$ cat config.mk
export PLATFORM = sky130hd
export DESIGN_NAME = prefetch_queue
export DESIGN_NICKNAME = d
export VERILOG_FILES = /design/src/rtl/prefetch_queue.sv
export SDC_FILE = /design/constraint.sdc
export NUM_CORES = 1
export LEC_CHECK = 0
export BUFFER_PORTS_ARGS = -buffer_cell sky130_fd_sc_hd__buf_4
export CAP_MARGIN = 10
export CORE_MARGIN = 5
export CORE_UTILIZATION = 60
export CTS_CLUSTER_SIZE = 30
export DETAILED_ROUTE_END_ITERATION = 8
export GPL_TIMING_DRIVEN = 0
export PLACE_DENSITY = 0.81
export SYNTH_ARGS = -nofsm -noshare
export SYNTH_HDL_FRONTEND = slang
export SYNTH_SLANG_ARGS = --single-unit
$ cat constraint.sdc
create_clock -name clk -period 4 [get_ports clk]
set_input_delay 0 -clock clk [delete_from_list [all_inputs] [get_ports clk]]
set_output_delay 0 -clock clk [all_outputs]
set_load 0.05 [all_outputs]
$ cat src/rtl/prefetch_queue.sv
// Instruction prefetch unit: runs ahead of the PC, fetching sequential words from
// paged SDRAM into a DEPTH-entry FIFO; flushes on redirect and idles in boot mode.
module prefetch_queue #(
   parameter int DEPTH   = 4,
   parameter int ADDR_W  = 16,
   parameter int PAGE_W  = 8,
   parameter int INSTR_W = 32
) (
   input  logic                     clk,
   input  logic                     rst,
   input  logic                     boot_mode,
   input  logic                     pc_load,
   input  logic [ADDR_W-1:0]        pc_in,
   input  logic [PAGE_W-1:0]        page_in,
   input  logic                     deq,
   output logic [INSTR_W-1:0]       instr_out,
   output logic [ADDR_W-1:0]        instr_addr,
   output logic                     instr_valid,
   output logic                     mem_req,
   output logic [PAGE_W+ADDR_W-1:0] mem_addr,
   input  logic                     mem_busy,
   input  logic                     mem_cack,
   input  logic                     mem_ready,
   input  logic [INSTR_W-1:0]       mem_rdata,
   output logic                     fetching
);

   localparam int PTR_W = $clog2(DEPTH);
   localparam int CNT_W = PTR_W + 1;

   typedef enum logic [1:0] {IDLE, REQ, WAIT} state_t;

   state_t                     state_q;
   logic                       mem_req_q;
   logic [PAGE_W+ADDR_W-1:0]   mem_addr_q;
   logic [CNT_W-1:0]           count_q, count_d;
   logic [PTR_W-1:0]           rd_ptr_q, wr_ptr_q;
   logic [ADDR_W-1:0]          fetch_addr_q, fetch_addr_d;
   logic [PAGE_W-1:0]          page_q, page_d;
   logic                       discard_q;

   logic [INSTR_W-1:0]         data_q [DEPTH];
   logic [ADDR_W-1:0]          addr_q [DEPTH];

   logic flush, has_room, start, rsp, we, pop;

   always_comb begin
      flush    = pc_load | boot_mode;
      has_room = (count_q != CNT_W'(DEPTH));
      rsp      = (state_q == WAIT) && mem_ready;
      // A response is kept only if no flush raced it or preceded it.
      we       = rsp && !discard_q && !flush;
      pop      = deq && (count_q != '0) && !flush;
      // A redirect in IDLE launches straight to the new target with an empty queue.
      start    = (state_q == IDLE) && !boot_mode && !mem_busy && (pc_load || has_room);

      fetch_addr_d = fetch_addr_q;
      page_d       = page_q;
      count_d      = count_q + CNT_W'(we) - CNT_W'(pop);
      if (flush) begin
         fetch_addr_d = pc_in;
         page_d       = page_in;
         count_d      = '0;
      end else if (we) begin
         fetch_addr_d = fetch_addr_q + ADDR_W'(1);
      end
   end

   always_ff @(posedge clk) begin
      if (rst) begin
         state_q      <= IDLE;
         mem_req_q    <= 1'b0;
         mem_addr_q   <= '0;
         count_q      <= '0;
         rd_ptr_q     <= '0;
         wr_ptr_q     <= '0;
         fetch_addr_q <= '0;
         page_q       <= '0;
         discard_q    <= 1'b0;
      end else begin
         count_q      <= count_d;
         fetch_addr_q <= fetch_addr_d;
         page_q       <= page_d;

         if (flush)    rd_ptr_q <= wr_ptr_q;
         else if (pop) rd_ptr_q <= rd_ptr_q + PTR_W'(1);
         if (we)       wr_ptr_q <= wr_ptr_q + PTR_W'(1);

         if (rsp)                           discard_q <= 1'b0;
         else if (flush && state_q != IDLE) discard_q <= 1'b1;

         case (state_q)
            IDLE: if (start) begin
               state_q    <= REQ;
               mem_req_q  <= 1'b1;
               mem_addr_q <= {page_d, fetch_addr_d};
            end
            REQ: if (mem_cack) begin
               state_q   <= WAIT;
               mem_req_q <= 1'b0;
            end
            WAIT: if (mem_ready) state_q <= IDLE;
            default: begin
               state_q   <= IDLE;
               mem_req_q <= 1'b0;
            end
         endcase
      end
   end

   always_ff @(posedge clk) begin
      if (we && !rst) begin
         data_q[wr_ptr_q] <= mem_rdata;
         addr_q[wr_ptr_q] <= fetch_addr_q;
      end
   end

   assign instr_out   = data_q[rd_ptr_q];
   assign instr_addr  = addr_q[rd_ptr_q];
   assign instr_valid = (count_q != '0) && !boot_mode;
   assign mem_req     = mem_req_q;
   assign mem_addr    = mem_addr_q;
   assign fetching    = (state_q != IDLE);

endmodule

==> impl_metrics.csv <==
group,metric,value,unit
status,status,"completed",
yosys,syn_nets,631,
clocking,tritoncts,"yes",
placement,hpwl,13200,um
yosys,yosysSeqAreaShare,72.2,%
floorplanning,ioPinCount,139,
yosys,synth-async-reset-ratio,0,%
route,wirelength,22500,um
clocking,ctsResizeCount,0,
global_routing,met1_usage,30.1,%
route,num_vias,5907,
sta,worst_pin_slew,0.928,ns
floorplanning,chipWidth,137,um
critical_path,cp_slowest_cell,"buf_1",
floorplanning,die_y,137,um
yosys,ys_warn_count,0,
critical_path,path_delay_family,"buffers and inverters",
global_routing,grt_max_degree,29,
clocking,cts_sinks,253,
critical_path,cp_max_fo,10,
worst_hold_path,hold_path_class,"in2reg",
pwr,p_leak,0.00447,uW
critical_path,rr_worst_depth,5,
clocking,htreeDepth,1,
global_routing,grt_pass1_wl,35300,um
placement,gp_congestion,0.850,
sta,finalCritPeriodShare,68.9,%
run,drv_cap,0,
floorplanning,core,15800,um2
critical_path,arrival,2.76,ns
critical_path,crit_end,"instr_out[17]",
sta,finalHoldViolations,0,
yosys,synth_edf_count,192,
route,vias_per_cell,5.76,
route,first_iter_violations,408,
pwr,power.density,452,nW/um2
critical_path,r2r_setup_slack,1.34,ns
clocking,ctsHoldBuffers,64,
global_routing,use_met3,5.11,%
critical_path,worstPathCellList,"buf_1, buf_2, mux4_2, buf_4",
global_routing,antenna_found_initial,0,
route,drc,0,
yosys,syn-cell-area,9670,um2
critical_path,crit_buf_inv,3,
placement,placed_area,11000,um2
critical_path,start_kind,"flip-flop",
sta,rsz0062_at_grt,"false",
yosys,synth_cells,559,
cells_and_area,fin_util,78.8,%
clocking,numCtsBuffers,25,
sta,setup_slack,1.24,ns
sta,finalSetupViolCount,0,
route,dr.pass1.iters,4,
critical_path,critPathKind,"reg2out",
clocking,post-cts-setup-buffers,0,
pwr,ir_drop,0.317,mV
global_routing,grt_use_met2,44.6,%
global_routing,grt_pass1_vias,6387,
critical_path,r2r-start,"discard_q",
clocking,clk_latency,0.52,ns
placement,place_ws,1.33,ns
sta,min_period,2.76,ns
sta,tns,0,ns
critical_path,endpoint_kind,"primary output",
yosys,syn_area_per_cell,17.3,um2
placement,port_buffers,136,
floorplanning,row_count,46,
clocking,clk_pin_slew,0.06,ns
sta,fmax,0.363,GHz
route,wl_per_cell,22.0,um
cells_and_area,drive_above_1_share,31.0,%
global_routing,overflow,0,
sta,maxSlewViolCount,0,
global_routing,grt_usage,24.7,%
critical_path,critical_path_required,4.00,ns
yosys,ys_seq_elements,253,
floorplanning,initial_core_util,61.1,%
critical_path,slowest_delay,0.62,ns
cells_and_area,design_area,12500,um2
clocking,cts_root_buf,"clkbuf_16",
critical_path,cp_num_cells,4,
yosys,ys_types,51,
cells_and_area,num_antenna_cells,0,
cells_and_area,fin_nets,862,
floorplanning,die_area,18800,um2
global_routing,busiest_layer,"met2",
yosys,synthFlopType,"edfxtp_1",
sta,finClkSkew,0.0163,ns
sta,relSlewSlack,38.1,%
route,drtAntennaViolNets,0,
cells_and_area,area_growth,28.9,%
clocking,clockBufferDepth,3,
critical_path,rr_endpoint,"data_q[2][20]",
[worst reg2reg max path, cell delays in order (launching register included)]
cell and delay (ns):
dfxtp_1 0.34, nor3_1 0.53, nand2_1 0.33, nor2_1 0.25
and2_2 0.60, buf_12 0.29
[routing by layer]
layer | wire length, um | part of all wire, %
met3 | 1630 | 7.2
met5 | 0 | 0
met1 | 8500 | 38
met4 | 496 | 2.2
met2 | 11900 | 53
[report_power, final]
group | switching [uW] | internal (uW) | total [uW]
sequential | 41.7 | 2860 | 2900
combinational | 294 | 204 | 498
clock | 949 | 1280 | 2230
[metrics by stage]
stage / hold WS (ns) / total power (uW) / instances
2_1_floorplan: 0.0989 / 3220 / 559
3_3_place_gp: 0.199 / 3380 / 911
3_5_place_dp: 0.203 / 3390 / 915
4_1_cts: 0.211 / 5640 / 1025
5_1_grt: 0.220 / 5820 / 1025
6_report: 0.225 / 5630 / 1025
[flip-flops by register name (all words and copies together) (netlist names), 2 cells and up, named ones only]
name / flops
mem_addr: 24
rd_ptr_q: 2
fetch_addr_q: 16
addr_q: 64
data_q: 128
count_q: 3
state_q: 2
wr_ptr_q: 2
page_q: 8
[synthesized netlist by cell type, types with 3 or more instances]
cell type | count | area share [%]
nor4_1 | 3 | 0.19
nor3_1 | 12 | 0.62
and2_1 | 4 | 0.26
buf_1 | 4 | 0.16
mux2i_1 | 12 | 1.2
nand3_1 | 8 | 0.41
o41ai_2 | 3 | 0.50
dfxtp_1 | 61 | 13
buf_2 | 3 | 0.16
a211oi_1 | 16 | 1.2
ha_1 | 7 | 0.91
edfxtp_1 | 192 | 60
a31oi_1 | 3 | 0.19
nor2_1 | 58 | 2.3
xnor2_1 | 8 | 0.72
clkbuf_1 | 19 | 0.74
nand3b_1 | 9 | 0.70
inv_1 | 9 | 0.35
o21ai_0 | 9 | 0.47
a21oi_1 | 7 | 0.36
xor2_1 | 6 | 0.54
and3_1 | 3 | 0.19
nand2_1 | 20 | 0.78
mux4_2 | 48 | 11
[worst min-delay path by stage]
stage / start / cells past startpoint / slack [ns] / end
6_report: mem_rdata[0] / 2 / 0.23 / data_q[3][0]
5_1_grt: mem_rdata[13] / 2 / 0.22 / data_q[2][13]
4_1_cts: mem_rdata[12] / 2 / 0.21 / data_q[2][12]
3_5_place_dp: mem_rdata[13] / 1 / 0.20 / data_q[3][13]
3_3_place_gp: mem_rdata[4] / 1 / 0.20 / data_q[1][4]
2_1_floorplan: mem_rdata[0] / 0 / 0.1 / data_q[0][0]
[layout make-up]
cell class,instances,area [um2]
flip-flops and latches,253,6990
fillers,862,3360
multi-input cells,268,2520
repair buffers,204,1740
clock buffers,30,644
well taps,216,270
clock inverters,16,136
plain buffers,29,131
inverters,9,33.8
[cell usage in the layout, fill, tap and decap left out, drive strengths merged, types with 3 or more instances in the layout]
| cell type | count |
|---|---|
| dfxtp | 61 |
| nand3 | 9 |
| dlygate4sd3 | 64 |
| ha | 7 |
| and2 | 4 |
| clkbuf | 49 |
| mux2i | 12 |
| a211oi | 18 |
| nor3 | 12 |
| and3 | 4 |
| o41ai | 5 |
| a21oi | 7 |
| nor4 | 6 |
| clkinv | 10 |
| nor2 | 58 |
| edfxtp | 192 |
| nand3b | 9 |
| buf | 150 |
| xnor2 | 8 |
| nand2 | 20 |
| inv | 11 |
| mux4 | 48 |
| a31oi | 3 |
| xor2 | 6 |
| o21ai | 9 |
[logic make-up after synthesis]
family / synth area share [%]
and+or+nand+nor: 7.67
adders and majority gates: 1.11
AOI/OAI and AO/OA: 3.57
buffers and inverters: 1.71
DFF: 72.2
muxes: 12.4
xor gates and xnor gates: 1.27
(Power assumes the default switching activity.)
